===== src/rtl/time_cmd_parser_if.sv =====
// Bus bundle for time_cmd_parser: the UART byte stream going in, and the
// validated set-time outputs plus status coming back.
//
// Handshake: rx_valid is a one-cycle strobe meaning rx_data holds a byte this
// cycle. There is no ready signal, so the parser must take every strobed byte.
// set_valid and err are one-cycle pulses and are never high together.
// set_sel/hours/minutes/seconds hold their last accepted values between pulses.
// state_dbg mirrors the parser FSM state encoding (0 = IDLE).
interface time_cmd_parser_if;
  logic [7:0] rx_data;
  logic       rx_valid;
  logic [1:0] set_sel;
  logic [5:0] set_hours;
  logic [5:0] set_minutes;
  logic [5:0] set_seconds;
  logic       set_valid;
  logic       err;
  logic       busy;
  logic [3:0] state_dbg;

  // Byte source / consumer of the set-time results.
  modport master (
    output rx_data, rx_valid,
    input  set_sel, set_hours, set_minutes, set_seconds,
    input  set_valid, err, busy, state_dbg
  );

  // The parser itself.
  modport slave (
    input  rx_data, rx_valid,
    output set_sel, set_hours, set_minutes, set_seconds,
    output set_valid, err, busy, state_dbg
  );
endinterface


===== src/rtl/time_cmd_parser.sv =====
// time_cmd_parser: parses "<mode>HH:MM:SS<CR>" ASCII commands from the UART
// receiver and emits binary hours/minutes/seconds with a 2-bit target select
// (01 clock, 10 timer, 11 stopwatch) and a one-cycle set_valid pulse.
// Malformed bytes or out-of-range fields give a one-cycle err pulse instead.
// Optional macro TIME_CMD_TIMEOUT_EN adds an inter-byte timeout that aborts a
// partial command after TIMEOUT_CYCLES idle cycles.
module time_cmd_parser #(
  parameter int MAX_HOURS      = 23,
  parameter int TIMEOUT_CYCLES = 1_000_000
) (
  input logic               clk,
  input logic               rst,
  time_cmd_parser_if.slave  bus
);

  localparam logic [6:0] MaxHours7 = 7'(MAX_HOURS);
  localparam logic [6:0] MaxMinSec = 7'd59;

  typedef enum logic [3:0] {
    S_IDLE = 4'd0,
    S_HT   = 4'd1,
    S_HO   = 4'd2,
    S_C1   = 4'd3,
    S_MT   = 4'd4,
    S_MO   = 4'd5,
    S_C2   = 4'd6,
    S_ST   = 4'd7,
    S_SO   = 4'd8,
    S_ENDC = 4'd9
  } state_t;

  state_t     state_q, state_d;
  logic [1:0] sel_pend_q, sel_pend_d;
  logic [3:0] ht_q, ht_d, ho_q, ho_d;
  logic [3:0] mt_q, mt_d, mo_q, mo_d;
  logic [3:0] st_q, st_d, so_q, so_d;
  logic [1:0] set_sel_q, set_sel_d;
  logic [5:0] set_hours_q, set_hours_d;
  logic [5:0] set_minutes_q, set_minutes_d;
  logic [5:0] set_seconds_q, set_seconds_d;
  logic       set_valid_q, set_valid_d;
  logic       err_q, err_d;

  logic       is_digit;
  logic [3:0] digit;
  logic [6:0] hours7, minutes7, seconds7;
  logic       in_range;
  logic       bad;

`ifdef TIME_CMD_TIMEOUT_EN
  localparam int            CntW    = $clog2(TIMEOUT_CYCLES);
  localparam logic [CntW-1:0] CntLast = CntW'(TIMEOUT_CYCLES - 1);
  logic [CntW-1:0] cnt_q, cnt_d;
`endif

  // tens*10 + ones as 8x + 2x + ones; 99 max fits in 7 bits.
  function automatic logic [6:0] bcd2bin(input logic [3:0] t, input logic [3:0] o);
    return {t, 3'b000} + {2'b00, t, 1'b0} + {3'b000, o};
  endfunction

  // Digit decode and field conversion/range check from the stored digits.
  always_comb begin
    is_digit = (bus.rx_data >= 8'h30) && (bus.rx_data <= 8'h39);
    digit    = bus.rx_data[3:0];
    hours7   = bcd2bin(ht_q, ho_q);
    minutes7 = bcd2bin(mt_q, mo_q);
    seconds7 = bcd2bin(st_q, so_q);
    in_range = (hours7 <= MaxHours7) && (minutes7 <= MaxMinSec) &&
               (seconds7 <= MaxMinSec);
  end

  // Next-state logic: one byte per strobe, mismatches abort to IDLE with err.
  always_comb begin
    state_d       = state_q;
    sel_pend_d    = sel_pend_q;
    ht_d          = ht_q;
    ho_d          = ho_q;
    mt_d          = mt_q;
    mo_d          = mo_q;
    st_d          = st_q;
    so_d          = so_q;
    set_sel_d     = set_sel_q;
    set_hours_d   = set_hours_q;
    set_minutes_d = set_minutes_q;
    set_seconds_d = set_seconds_q;
    set_valid_d   = 1'b0;
    err_d         = 1'b0;
    bad           = 1'b0;

    if (bus.rx_valid) begin
      case (state_q)
        S_IDLE: begin
          // Anything but a mode letter is line noise here and is dropped.
          case (bus.rx_data)
            8'h43:   begin sel_pend_d = 2'b01; state_d = S_HT; end
            8'h54:   begin sel_pend_d = 2'b10; state_d = S_HT; end
            8'h53:   begin sel_pend_d = 2'b11; state_d = S_HT; end
            default: ;
          endcase
        end
        S_HT: if (is_digit) begin ht_d = digit; state_d = S_HO; end else bad = 1'b1;
        S_HO: if (is_digit) begin ho_d = digit; state_d = S_C1; end else bad = 1'b1;
        S_C1: if (bus.rx_data == 8'h3A) state_d = S_MT; else bad = 1'b1;
        S_MT: if (is_digit) begin mt_d = digit; state_d = S_MO; end else bad = 1'b1;
        S_MO: if (is_digit) begin mo_d = digit; state_d = S_C2; end else bad = 1'b1;
        S_C2: if (bus.rx_data == 8'h3A) state_d = S_ST; else bad = 1'b1;
        S_ST: if (is_digit) begin st_d = digit; state_d = S_SO; end else bad = 1'b1;
        S_SO: if (is_digit) begin so_d = digit; state_d = S_ENDC; end else bad = 1'b1;
        S_ENDC: begin
          if (bus.rx_data == 8'h0D) begin
            state_d = S_IDLE;
            if (in_range) begin
              set_sel_d     = sel_pend_q;
              set_hours_d   = hours7[5:0];
              set_minutes_d = minutes7[5:0];
              set_seconds_d = seconds7[5:0];
              set_valid_d   = 1'b1;
            end else begin
              err_d = 1'b1;
            end
          end else begin
            bad = 1'b1;
          end
        end
        default: state_d = S_IDLE;
      endcase
    end

    if (bad) begin
      err_d   = 1'b1;
      state_d = S_IDLE;
    end

`ifdef TIME_CMD_TIMEOUT_EN
    // Timeout only fires on cycles without a byte, so it never collides with
    // a set_valid or a byte-driven err.
    cnt_d = cnt_q;
    if (bus.rx_valid || (state_q == S_IDLE)) begin
      cnt_d = '0;
    end else if (cnt_q == CntLast) begin
      cnt_d   = '0;
      err_d   = 1'b1;
      state_d = S_IDLE;
    end else begin
      cnt_d = cnt_q + 1'b1;
    end
`endif
  end

  // State and output registers with synchronous active-low reset.
  always_ff @(posedge clk) begin
    if (!rst) begin
      state_q       <= S_IDLE;
      sel_pend_q    <= 2'b00;
      ht_q          <= 4'd0;
      ho_q          <= 4'd0;
      mt_q          <= 4'd0;
      mo_q          <= 4'd0;
      st_q          <= 4'd0;
      so_q          <= 4'd0;
      set_sel_q     <= 2'b00;
      set_hours_q   <= 6'd0;
      set_minutes_q <= 6'd0;
      set_seconds_q <= 6'd0;
      set_valid_q   <= 1'b0;
      err_q         <= 1'b0;
`ifdef TIME_CMD_TIMEOUT_EN
      cnt_q         <= '0;
`endif
    end else begin
      state_q       <= state_d;
      sel_pend_q    <= sel_pend_d;
      ht_q          <= ht_d;
      ho_q          <= ho_d;
      mt_q          <= mt_d;
      mo_q          <= mo_d;
      st_q          <= st_d;
      so_q          <= so_d;
      set_sel_q     <= set_sel_d;
      set_hours_q   <= set_hours_d;
      set_minutes_q <= set_minutes_d;
      set_seconds_q <= set_seconds_d;
      set_valid_q   <= set_valid_d;
      err_q         <= err_d;
`ifdef TIME_CMD_TIMEOUT_EN
      cnt_q         <= cnt_d;
`endif
    end
  end

  assign bus.set_sel     = set_sel_q;
  assign bus.set_hours   = set_hours_q;
  assign bus.set_minutes = set_minutes_q;
  assign bus.set_seconds = set_seconds_q;
  assign bus.set_valid   = set_valid_q;
  assign bus.err         = err_q;
  assign bus.busy        = (state_q != S_IDLE);
  assign bus.state_dbg   = state_q;

endmodule


===== src/flat_wrapper.sv =====
// flat-port wrapper written by rule: the top's interface ports become plain ports
module time_cmd_parser_flat 
#(
  parameter int MAX_HOURS      = 23,
  parameter int TIMEOUT_CYCLES = 1_000_000
)
  (clk, rst, bus_rx_data, bus_rx_valid, bus_set_sel, bus_set_hours, bus_set_minutes, bus_set_seconds, bus_set_valid, bus_err, bus_busy, bus_state_dbg);
  time_cmd_parser_if bus_i ();
  input logic clk;
  input logic rst;
  input wire logic [$bits(bus_i.rx_data)-1:0] bus_rx_data;
  input wire logic [$bits(bus_i.rx_valid)-1:0] bus_rx_valid;
  output wire logic [$bits(bus_i.set_sel)-1:0] bus_set_sel;
  output wire logic [$bits(bus_i.set_hours)-1:0] bus_set_hours;
  output wire logic [$bits(bus_i.set_minutes)-1:0] bus_set_minutes;
  output wire logic [$bits(bus_i.set_seconds)-1:0] bus_set_seconds;
  output wire logic [$bits(bus_i.set_valid)-1:0] bus_set_valid;
  output wire logic [$bits(bus_i.err)-1:0] bus_err;
  output wire logic [$bits(bus_i.busy)-1:0] bus_busy;
  output wire logic [$bits(bus_i.state_dbg)-1:0] bus_state_dbg;
  assign bus_i.rx_data = bus_rx_data;
  assign bus_i.rx_valid = bus_rx_valid;
  assign bus_set_sel = bus_i.set_sel;
  assign bus_set_hours = bus_i.set_hours;
  assign bus_set_minutes = bus_i.set_minutes;
  assign bus_set_seconds = bus_i.set_seconds;
  assign bus_set_valid = bus_i.set_valid;
  assign bus_err = bus_i.err;
  assign bus_busy = bus_i.busy;
  assign bus_state_dbg = bus_i.state_dbg;
  time_cmd_parser #(.MAX_HOURS(MAX_HOURS), .TIMEOUT_CYCLES(TIMEOUT_CYCLES)) u_core (.clk(clk), .rst(rst), .bus(bus_i));
endmodule

===== config.mk =====
export PLATFORM = sky130hd
export DESIGN_NAME = time_cmd_parser_flat
export DESIGN_NICKNAME = d
export VERILOG_FILES = /design/src/rtl/time_cmd_parser_if.sv /design/src/rtl/time_cmd_parser.sv /design/src/flat_wrapper.sv
export SDC_FILE = /design/constraint.sdc
export NUM_CORES = 1
export LEC_CHECK = 0
export BUFFER_PORTS_ARGS = -buffer_cell sky130_fd_sc_hd__buf_4
export CORE_MARGIN = 1.5
export CORE_UTILIZATION = 50
export DETAILED_ROUTE_END_ITERATION = 6
export GPL_TIMING_DRIVEN = 0
export PLACE_DENSITY = 0.75
export SYNTH_ARGS = -nofsm -noshare
export SYNTH_HDL_FRONTEND = slang
export SYNTH_SLANG_ARGS = --single-unit

===== constraint.sdc =====
create_clock -name clk -period 5.65 [get_ports clk]
set_input_delay 1.13 -clock clk [delete_from_list [all_inputs] [get_ports clk]]
set_output_delay 1.13 -clock clk [all_outputs]
set_load 0.03 [all_outputs]

# Yosys cells after proc, flatten, opt, wreduce, memory -nomap -nowiden
# Index checks and enable logic that the tools add are counted.
# word_totals
regBits,52
in_bits,11
output_inout_bits,27
# op_classes
addsub,6
n_lt_le_gt_ge,5
eq_ne,24
muxes,23
bitwise_logic,1
n_reduce_logical,20
# ops
operator,n
$mux W4,10
$pmux W4 S10,1
$eq A8 B7 Y1 const B,3
$add A7 B4 Y7,3
$add A7 B5 Y7,3
$reduce_and A3 Y1,7
$ne A2 B1 Y1 const B,9
$eq A4 B3 Y1 const B,4
$le A7 B6 Y1 const B,2
$reduce_and A11 Y1,1
$mux W1,10
$eq A4 B2 Y1 const B,2
$eq A4 B4 Y1 const B,2
$eq A8 B4 Y1 const B,1
$eq A8 B6 Y1 const B,1
$ge A8 B6 Y1 const B,1
$le A8 B6 Y1 const B,1
$reduce_and A4 Y1,2
$le A7 B5 Y1 const B,1
$pmux W2 S3,1
$reduce_or A6 Y1,1
$eq A4 B1 Y1 const B,1
$logic_not A4 Y1,1
$reduce_bool A4 Y1,1
7 further kinds,10

# Depth between registers and ports, before layout
# depth
ltp_word,10
depth_mapped,11
mapped_depth_nobuf,10

# Least setup slack after synthesis
# OpenSTA, ideal clock, no wires.
# synth_path
path_kind,register to register
start,reg u_core.mo_q[3]
end,"reg u_core.set_hours_q[4], in the netlist u_core.bus.set_hours[4]"
setup_time_ns,0.121
arrival_ns,2.693
t_required_ns,5.529
path_slack_ns,2.836
path_stages_with_launch,12
path_buffers,1
period_less_slack_ns,2.814
cell_sequence,dfxtp_1 > inv_1 > fa_1 > inv_1 > fa_1 > a21o_1 > a21oi_1 > xor2_1 > nand4_1 > nor3_4 > buf_6 > mux2_4
# synth_via
elab_chain_cells,5
# synth_lines
item,line_no,text
"start, declared",time_cmd_parser.sv:35,"logic [3:0] mt_q, mt_d, mo_q, mo_d;"
"start signal, assigned",time_cmd_parser.sv:176,mo_q <= mo_d;
$add A7 B4 Y7,time_cmd_parser.sv:58,"return {t, 3'b000} + {2'b00, t, 1'b0} + {3'b000, o};"
$le A7 B6 Y1,time_cmd_parser.sv:68,in_range = (hours7 <= MaxHours7) && (minutes7 <= MaxMinSec) &&
$logic_and A1 B1 Y1 (2 in a row),time_cmd_parser.sv:68,
$reduce_and A4 Y1 (no line),-,
"end signal, assigned",time_cmd_parser.sv:180,set_hours_q <= set_hours_d;
"end, declared",time_cmd_parser.sv:38,"logic [5:0] set_hours_q, set_hours_d;"
# Every way passes these cells.
# A chain may end at the register's enable or synchronous reset.

# Final worst setup path
# layout_path
start,reg u_core.mt_q[0]
end,"reg u_core.set_minutes_q[4], in the netlist u_core.bus.set_minutes[4]"
# layout_via
elab_chain_cells,6
# layout_lines
item,line_no,text
"start, declared",time_cmd_parser.sv:35,
"start signal, assigned",time_cmd_parser.sv:175,mt_q <= mt_d;
$add A7 B5 Y7 *,time_cmd_parser.sv:58,
$add A7 B4 Y7 *,time_cmd_parser.sv:58,
$le A7 B6 Y1,time_cmd_parser.sv:68,
$logic_and A1 B1 Y1 (2 in a row),time_cmd_parser.sv:68,
$reduce_and A4 Y1 (no line),-,
"end signal, assigned",time_cmd_parser.sv:181,set_minutes_q <= set_minutes_d;
"end, declared",time_cmd_parser.sv:39,"logic [5:0] set_minutes_q, set_minutes_d;"
# Every way passes the cells marked *; elsewhere a longest branch is shown, timed or not.

==> summary.md <==
| Metric | Value |
|---|---|
| Post-synth ARST share | 0% |
| Ant diodes | 0 |
| Sequential fraction of the synthesis area | 34.0% |
| Setup TNS Final | 0 ns |
| Number of buffers created by CTS | 5 |
| GRT Overall Usage | 22.7% |
| # DRC | 0 |
| DR pass1 iterations | 4 |
| Via-per-instance ratio | 5.46 |
| Worst-Skew Late Latency | 0.31 ns |
| Startpoint Class | register |
| Most frequent cells in the layout | dfxtp_1, mux2i_1, nand2_1 |
| Final setup viols | 0 |
| EDFF count, synth | 0 |
| Rows | 28 |
| Syn_nets | 371 |
| Die width | 81.3 µm |
| Post-DR wirelength/cell | 15.6 µm |
| First-pass GRT wire length | 11500 µm |
| Maximum vdd ir drop | 0.0884 mV |
| Clock Tree Buf Depth | 2 |
| Remaining antenna violation count | 0 |
| Clk pin slew, worst setup/hold paths | 0.10 ns |
| Cells after synthesis | 333 |
| Pleak | 1.43 nW |
| CP max stage cell | fa_1 |
| Final-report hold violation count | 0 |
| Cts hold-fix bufs | 0 |
| DIE AREA | 6600 µm² |
| Worst-Margin Slew | 0.700 ns |
| Top FF cell, synth | dfxtp_1 |
| Routability congestion estimate | 0.847 |
| Synth warnings | 0 |
| Nets | 413 |
| Hold Crit Class | reg -> reg |
| Vias | 2462 |
| Average cell area after synthesis | 9.20 µm² |
| Pin count of the biggest net entering global routing | 17 |
| Cells along the critical path | inv_1 > fa_1 > inv_1 > fa_1 > a21o_1 > a21oi_1 > xor2_1 > nand4_1 > nor3_4 > buf_6 > mux2_4 |
| Initial core utilization | 51.7% |
| Layout cells sized above 1 | 18.6% |
| Die Span Y | 81.3 µm |
| Crit. End Element | register |
| Synth top area cells | dfxtp_1, mux2i_1, ha_1 |
| Starting DRT DRC Count | 102 |
| Min Tclk post-route | 3.08 ns |
| CTS tree | yes |
| Clk root buf | clkbuf_8 |
| Tcrit/Tclk final | 54.4% |
| Area leader, netlist | dfxtp_1 |
| RSZ-0062 raised after global routing | false |
| # port buffers | 35 |
| Post_cts resized | 0 |
| Fin. max-slew vios | 0 |
| Outcome | completed |
| Yosys cell types | 61 |
| Arr. time, crit path | 3.28 ns |
| Initial antenna violation count | 0 |
| Setup bufs post-CTS | 0 |
| FMAX | 325 MHz |
| Cell area after synthesis | 3060 µm² |
| Leading cell type in the layout, fill and taps excluded | dfxtp_1 |
| WP data required | 5.85 ns |
| Worst slew margin | 53.0% |
| DPL Wire Length | 5140 µm |
| Num ports | 38 |
| Max stage delay on crit path | 0.49 ns |
| Cell family with most CP delay | adder cells |
| Core outline area | 5920 µm² |
| Yosys top cell area share | 34.0% |
| MaxCap Viol Count | 0 |
| Vias in the first global route | 2380 |
| Final WL | 7030 µm |
| Power Dens Cells | 187 nW/µm² |
| CP max FO | 10 |
| Skew final | 0.00446 ns |
| Sink Count | 52 |
| Total power | 0.660 mW |
| Yosys reg bits | 52 |
| Total gr overflow | 0 |
| Synth-to-Final Area Change | 15.3% |
| CTS H-tree depth | 2 |
| Critical path class | reg -> reg |
| Crit path buf inv count | 3 |
[per-stage QoR]
stage / util, % / cell area (µm²) / setup slack (ns) / hold slack [ns] / instances
5_1_grt: 59.6 / 3530 / 2.44 / 0.479 / 451
6_report: 59.6 / 3530 / 2.57 / 0.455 / 451
3_5_place_dp: 57.8 / 3420 / 2.60 / 0.436 / 443
3_3_place_gp: 57.8 / 3420 / 2.65 / 0.417 / 443
2_1_floorplan: - / 3060 / 2.84 / 0.437 / 333
4_1_cts: 59.6 / 3530 / 2.57 / 0.452 / 451
[layout make-up]
class	count	area [µm²]
Timing Repair Buffer	35	263
Clock inverter	3	42.5
Fill cell	549	2390
Inverter	25	93.8
Tap cell	75	93.8
Multi-Input combinational cell	238	1830
Clock buffer	5	68.8
Sequential cell	52	1040
Buffer	18	95.1
[sequential cells by signal (all words and copies together) (netlist names)]
signal	cells
u_core.bus.set_valid	1
u_core.bus.err	1
u_core.ht_q	4
u_core.st_q	4
u_core.bus.set_minutes	6
u_core.so_q	4
u_core.bus.set_hours	6
u_core.bus.state_dbg	4
u_core.bus.set_seconds	6
u_core.bus.set_sel	2
u_core.ho_q	4
u_core.mo_q	4
u_core.sel_pend_q	2
u_core.mt_q	4
[metal layers]
layer | vias to the layer above | part of all wire, % | wire length [µm] | track usage (%)
met5 | - | 0 | 0 | 0
met4 | 0 | 1.7 | 121 | 6.38
met3 | 12 | 4.3 | 305 | 3.60
met2 | 61 | 49 | 3430 | 39.4
met1 | 1165 | 45 | 3170 | 29.0
li1 | 1224 | - | - | -
[synth_stat cells (2+ instances only)]
cell       n
nor2b_1    3
nor4_1     2
xor2_1     3
nand2b_1   3
o21ai_1    2
dfxtp_1   52
o21ai_0    5
a21o_1     5
a311oi_1   2
fa_1       6
buf_6      2
xnor2_1    6
ha_1      21
nand3_1    4
nand2_1   39
nor3_4     2
nor3_1     2
buf_2      4
nand4_1    2
a21oi_1   13
or4b_1     2
mux2_4     2
and2_1     2
buf_4      2
inv_1     23
nor4_2     3
mux2i_1   41
nor2_1    38
clkbuf_1  10
[worst paths after layout]
path / slack [ns] / cells after the start / end / from
worst max register to register: 2.57 / 11 / u_core.bus.set_minutes[4] / u_core.mt_q[0]
worst min register to register: 0.45 / 2 / u_core.bus.set_hours[5] / u_core.bus.set_hours[5]
worst min-delay path: 0.45 / 2 / u_core.bus.set_hours[5] / u_core.bus.set_hours[5]
worst max-delay path: 2.57 / 11 / u_core.bus.set_minutes[4] / u_core.mt_q[0]
[where the power goes]
group,switching [mW],internal [mW]
clock,0.130,0.131
combinational,0.0226,0.00987
sequential,0.000191,0.366
[worst min-delay path, stage by stage (launching register included)]
cell     delay [ns]
dfxtp_1        0.32
nand2_1        0.06
nor2_1         0.04
[logic make-up (layout without fill, tap and decap cells)]
group	Yosys count	in the layout	share of synthesized area (%)
and+or+nand+nor	118	118	21.0
xor gates and xnor gates	9	9	2.57
adders and majority gates	27	27	12.5
DFF	52	52	34.0
AOI/OAI and AO/OA	40	40	9.03
muxes	44	44	14.7
buffers and inverters	43	86	6.17
Power figures use the tool's default switching activity.
